`src/rtl/dl_lshift_pkg.sv`:
```
`default_nettype none
// ============================================================================
// Module      : dl_lshift_pkg
// Description : Shared helpers for the dl_lshift logarithmic barrel shifter.
// Revision    : 1.0 - initial release
// ============================================================================
package dl_lshift_pkg;

    // Smallest data width the shifter supports.
    localparam int unsigned DL_LSHIFT_MIN_BITS = 2;

    // Shift distance applied by stage k of the barrel shifter (2^k).
    function automatic int stage_shift(input int k);
        return 1 << k;
    endfunction

endpackage : dl_lshift_pkg
`default_nettype wire

```
`src/rtl/dl_lshift_stage.sv`:
```
`default_nettype none
// ============================================================================
// Module      : dl_lshift_stage
// Description : One mux stage of the barrel shifter: shifts left by a fixed
//               SHIFT when sel is high, otherwise passes data through.
// Revision    : 1.0 - initial release
// ============================================================================
module dl_lshift_stage #(
    parameter int NUM_BITS = 8,
    parameter int SHIFT    = 1
) (
    input  logic [NUM_BITS-1:0] in,
    input  logic                sel,
    output logic [NUM_BITS-1:0] out
);

    // Explicit concatenation keeps X/Z confined to the bits they move into.
    logic [NUM_BITS-1:0] w_shifted;
    assign w_shifted = {in[NUM_BITS-1-SHIFT:0], {SHIFT{1'b0}}};

    // Select between the shifted and the pass-through value.
    assign out = sel ? w_shifted : in;

endmodule : dl_lshift_stage
`default_nettype wire

```
`src/rtl/dl_lshift.sv`:
```
`default_nettype none
// ============================================================================
// Module      : dl_lshift
// Description : Parameterized logical left shifter built as a log2-staged
//               barrel shifter, with an optional registered output.
// Revision    : 1.0 - initial release
// ============================================================================
module dl_lshift
    import dl_lshift_pkg::*;
#(
    parameter int NUM_BITS       = 8,
    parameter int NUM_SHIFT_BITS = $clog2(NUM_BITS),
    parameter int REGISTER_OUT   = 0
) (
    input  logic                      clk,
    input  logic                      rst,
    input  logic [NUM_BITS-1:0]       in,
    input  logic [NUM_SHIFT_BITS-1:0] shamt,
    output logic [NUM_BITS-1:0]       out
);

    // Width limit expressed in the shift-amount domain plus one bit, so the
    // overshift compare never truncates NUM_BITS.
    localparam logic [NUM_SHIFT_BITS:0] c_num_bits = (NUM_SHIFT_BITS + 1)'(NUM_BITS);

    // w_stage[k] is the input of stage k; w_stage[NUM_SHIFT_BITS] the final shift.
    logic [NUM_BITS-1:0] w_stage [0:NUM_SHIFT_BITS];
    logic                w_overshift;
    logic [NUM_BITS-1:0] w_result;

    assign w_stage[0] = in;

    // Chain the stages from the 1-bit shift up to the largest power of two.
    generate
        for (genvar k = 0; k < NUM_SHIFT_BITS; k++) begin : g_stage
            dl_lshift_stage #(
                .NUM_BITS (NUM_BITS),
                .SHIFT    (stage_shift(k))
            ) u_stage (
                .in  (w_stage[k]),
                .sel (shamt[k]),
                .out (w_stage[k+1])
            );
        end
    endgenerate

    // Shift amounts at or beyond the width move every bit out; only reachable
    // when NUM_BITS is not a power of two.
    assign w_overshift = ({1'b0, shamt} >= c_num_bits);
    assign w_result    = w_overshift ? '0 : w_stage[NUM_SHIFT_BITS];

    generate
        if (REGISTER_OUT != 0) begin : g_reg_out
            logic [NUM_BITS-1:0] r_out;

            // Capture the shift result every cycle; reset clears it at once.
            always_ff @(posedge clk or posedge rst) begin
                if (rst) begin
                    r_out <= '0;
                end else begin
                    r_out <= w_result;
                end
            end

            assign out = r_out;
        end else begin : g_comb_out
            // Clock and reset have no function in the combinational variant.
            logic w_unused;
            assign w_unused = clk | rst;

            assign out = w_result;
        end
    endgenerate

endmodule : dl_lshift
`default_nettype wire

```
`config.mk`:
```
export PLATFORM = sky130hd
export DESIGN_NAME = dl_lshift
export DESIGN_NICKNAME = d
export VERILOG_FILES = /design/src/rtl/dl_lshift_pkg.sv /design/src/rtl/dl_lshift_stage.sv /design/src/rtl/dl_lshift.sv
export SDC_FILE = /design/constraint.sdc
export NUM_CORES = 1
export LEC_CHECK = 0
export CORE_AREA = 2 2 39 41
export DETAILED_ROUTE_END_ITERATION = 6
export DIE_AREA = 0 0 41 43
export PLACE_DENSITY_LB_ADDON = 0.12
export SETUP_SLACK_MARGIN = 0.3
export SLEW_MARGIN = 20
export SYNTH_ARGS = -nofsm -noshare
export SYNTH_HDL_FRONTEND = slang
export SYNTH_SLANG_ARGS = --single-unit
export TNS_END_PERCENT = 30
```
`constraint.sdc`:
```
create_clock -name vclk -period 2.2
set_input_delay 0.55 -clock vclk [all_inputs]
set_output_delay 0.55 -clock vclk [all_outputs]
set_load 0.03 [all_outputs]
```
==> impl_metrics.ini <==
[sta]
timing_max_transition_violations_final = 0
postLayoutSetupSlackWorst_ns = -0.0538
final_hold_violation_count = 0
worst_slew_pin_slew_ns = 0.228
fmax_mhz = 444
max-slew-margin-rel_pct = 84.7
grt_setup_unrepaired = true
timing.final.setup_violations = 2
final_min_period_over_clock_period_pct = 102
fin_crit_ns = 2.25

[global_route]
grt_usage_pct = 11.9
grt_pass1_vias = 331
grt_first_pass_wirelength_um = 1510
grt_use_met3_pct = 0
antenna_violations_before_repair = 0
gr-total-overflow = 0
grt_start_max_net_pins = 8
gr-usage-met1_pct = 15.7
globalRoute.busiestLayer = met2
grtUsageMet2_pct = 21.9

[setup_path]
worst-endpoint-arrival_ns = 1.70
crit_path_max_fanout = 7
crit_required_ns = 1.65
critical_path_class = input port to output port
critPathLaunchType = input port
crit_path_end_kind = output port

[layout]
final.clkbuf_count = 0
ff_latch_area_um2 = 0
finalNetCount = 69
area.growth.synth_to_final_pct = 113
final_design_area_no_fill_um2 = 584
design.seq.count = 0
layout-drive-gt1-share_pct = 68.5
diodes = 0

[worst_hold_path]
holdCritPathClass = input port to output port
holdPathStages = 4

[placed_design]
final_hpwl_from_detailed_placement_um = 752
port_buffers = 19
postPlaceCellArea_um2 = 539
place_congestion = 0.789
placement.setup.worst_slack_ns = -0.929

[logic_synthesis]
synth_top_area_share_pct = 18.3
syn_area_per_cell_um2 = 9.79
postSynthCellCount = 28
synthesis.area_um2 = 274
ys_seq_area_share_pct = 0
yosys_warn_count = 0
synth_top_cells_by_count = mux2i_1, mux2_4
synth_area_leader_cell = mux2i_1
post_synth_main_area_contributors = mux2i_1, mux2_4, mux4_2
yosysUniqueCellTypes = 17
yosysMostFrequentCell = mux2i_1
synth.net_count = 41

[die]
die_height_um = 43
placement_rows = 14
die_width_um = 41
coreArea_um2 = 1380
die_area_um2 = 1760
io-pin-count = 21
start_util_pct = 19.8

[power_and_ir_drop]
peakVddDrop_uv = 100
p_leak_uw = 0.000272
p_per_area_nw_per_um2 = 254
totalPowerFinal_uw = 149

[cts]
holdBufCountCts = 0

[routing]
route.detailed.wl_per_inst_um = 14.7
antenna_left = 0
viasPerCell = 4.63
routed_wirelength_um = 1030
drt_first_iter_violations = 1
dr_total_vias = 324
drt_pass1_iterations = 2
drt_drc_violations_left = 0

[outcome]
violations = negative setup slack
status = finished, violations left

[job]
drv_cap = 0
## final cells by class
type / count / area (um^2)
fill: 152 / 800
timing repair buffer: 29 / 264
tap: 16 / 20.0
multi-input combinational: 25 / 300
## metal layers
metal	vias to the layer above	part of all wire (%)	routed length [um]
met5	-	0	0
met4	0	0	0
met3	0	2.9	30
met2	7	55	566
met1	153	42	431
li1	164	-	-
## kinds of logic (layout without fill, tap and decap cells)
kind of cell           after synthesis  in the layout  synth area share, %
AO/OA/AOI/OAI                        6              6                 15.5
buffers and inverters                3             29                 7.76
multiplexers                        12             12                 59.4
AND/OR/NAND/NOR                      7              7                 17.4
## path summary, 6_finish.rpt
check	start	end
setup / recovery	shamt[2]	out[7]
hold / removal	shamt[1]	out[0]
## report_power, final
| group | switching (uW) | internal [uW] | total, uW |
|---|---|---|---|
| clock network | 0 | 0 | 0 |
| registers | 0 | 0 | 0 |
| logic | 68.8 | 79.9 | 149 |
| total | 68.8 | 79.9 | 149 |
## critical path, cell delays in order
cell,delay [ns]
buf_8,0.10
buf_8,0.12
mux2_4,0.30
mux4_2,0.47
buf_6,0.15
## repair_timing
action                                  4_1_cts  5_1_grt
pin swaps                                     4        5
setup buffers                                 0        0
gates cloned                                  0        0
resized for setup                            66        9
endpoints found under the setup margin        8        8
## layout by cell type (no fill, tap or decap)
cell type / instances
buf_6: 7
o21ai_0: 1
a211oi_2: 2
mux4_2: 2
dlygate4sd2_1: 4
nor3_1: 1
buf_4: 10
buf_2: 4
mux2i_1: 4
buf_8: 3
mux2_4: 5
nor2_1: 1
mux2i_4: 1
o21bai_1: 1
o21a_1: 2
nor3b_1: 1
nor4b_4: 1
clkdlybuf4s15_1: 1
and2b_2: 1
nor2b_2: 1
nand3b_1: 1
## per-stage QoR
step | hold slack (ns) | setup TNS, ns | cells | util (%)
global placement | 1.96 | -3.96 | 70 | 39.0
detailed placement | 1.98 | -4.08 | 70 | 39.0
finish | 1.48 | -0.100 | 70 | 42.2
global route | 1.50 | -0.122 | 70 | 42.2
floorplan | 1.28 | 0 | 28 | -
CTS | 1.56 | -0.0942 | 70 | 39.7
(Power assumes the default switching activity.)
==> edit (config.mk and constraints unchanged) <==
`NUM_BITS` is set to 8 in 2 places; all go to 16.
--- a/src/rtl/dl_lshift_stage.sv
+++ b/src/rtl/dl_lshift_stage.sv
@@ -6,7 +6,7 @@
 // Revision    : 1.0 - initial release
 // ============================================================================
 module dl_lshift_stage #(
-    parameter int NUM_BITS = 8,
+    parameter int NUM_BITS = 16,
     parameter int SHIFT    = 1
 ) (
     input  logic [NUM_BITS-1:0] in,
--- a/src/rtl/dl_lshift.sv
+++ b/src/rtl/dl_lshift.sv
@@ -8,7 +8,7 @@
 module dl_lshift
     import dl_lshift_pkg::*;
 #(
-    parameter int NUM_BITS       = 8,
+    parameter int NUM_BITS       = 16,
     parameter int NUM_SHIFT_BITS = $clog2(NUM_BITS),
     parameter int REGISTER_OUT   = 0
 ) (
Interface: changed (resized in, out and shamt); port bits go from 21 to 38. The function was not compared with the original's and may differ.
==> edit against the unedited design <==
Synthesized area grew 140%; the flow now stops in clock tree synthesis (4_1_cts).
==> edit: results (changes against the unedited design) <==
| Metric | Value |
|---|---|
| Synthesized netlist net count | 106 (+160%) |
| Result of the run | aborted with a tool error |
| I/O Buffers | 36 (+17) |
| Synth cell types | 30 (+13) |
| Sequential area share after synthesis | 0 (unchanged) |
| Largest cells by area after synthesis | mux2i_1 (34%), mux4_2 (6.9%), nand2_1 (5.8%), mux4_1 (4.0%), nor2_1 (4.0%) |
| Commonest cells in the netlist | mux2i_1 (22), nand2_1 (10), nor2_1 (7), o21ai_0 (5) |
| Number of cells upsized or downsized after cts | 147 (+120%) |
| DPL Wire Length | 2.69 mm (+260%) |
| Failing step | clock tree synthesis (4_1_cts) |
| First Err | [ERROR DPL-0038] Utilization greater than 100%, impossible to legalize |
| Ys Warns | 0 (unchanged) |
| Post-synthesis compound-gate area fraction | 0.202 (+0.0471) |
| GPL Wtd Cong | 0.897 (+14%) |
| Multiplexer share of the synthesized area | 0.484 (-0.110) |
| Worst slack at placement | -1.10 ns (-0.172 ns) |
| Post-synthesis xor/xnor area fraction | 0 (unchanged) |
| Post-CTS Repair Setup Buffers | 16 (+16) |
| Synth Area in Adders | 0 (unchanged) |
[edit: cell count changes after synthesis, sizes merged, moves of 3 or more]
cell | unedited run | this run
mux2 | 5 | 2
nand2 | 0 | 10
a22oi | 0 | 3
nor2 | 1 | 7
mux2i | 5 | 22
o21ai | 1 | 5
inv | 0 | 3
and2 | 0 | 3
[edit: logic make-up after synthesis]
kind of cell | Yosys count
compound gates | 18
simple gates | 29
buf+inv | 10
mux | 27
[edit: per-stage QoR]
stage	hold slack (ns)	instances	area, um^2
after floorplan	1.37	84	739
after global placement	2.02	161	1260
after detailed placement	2.04	161	1260
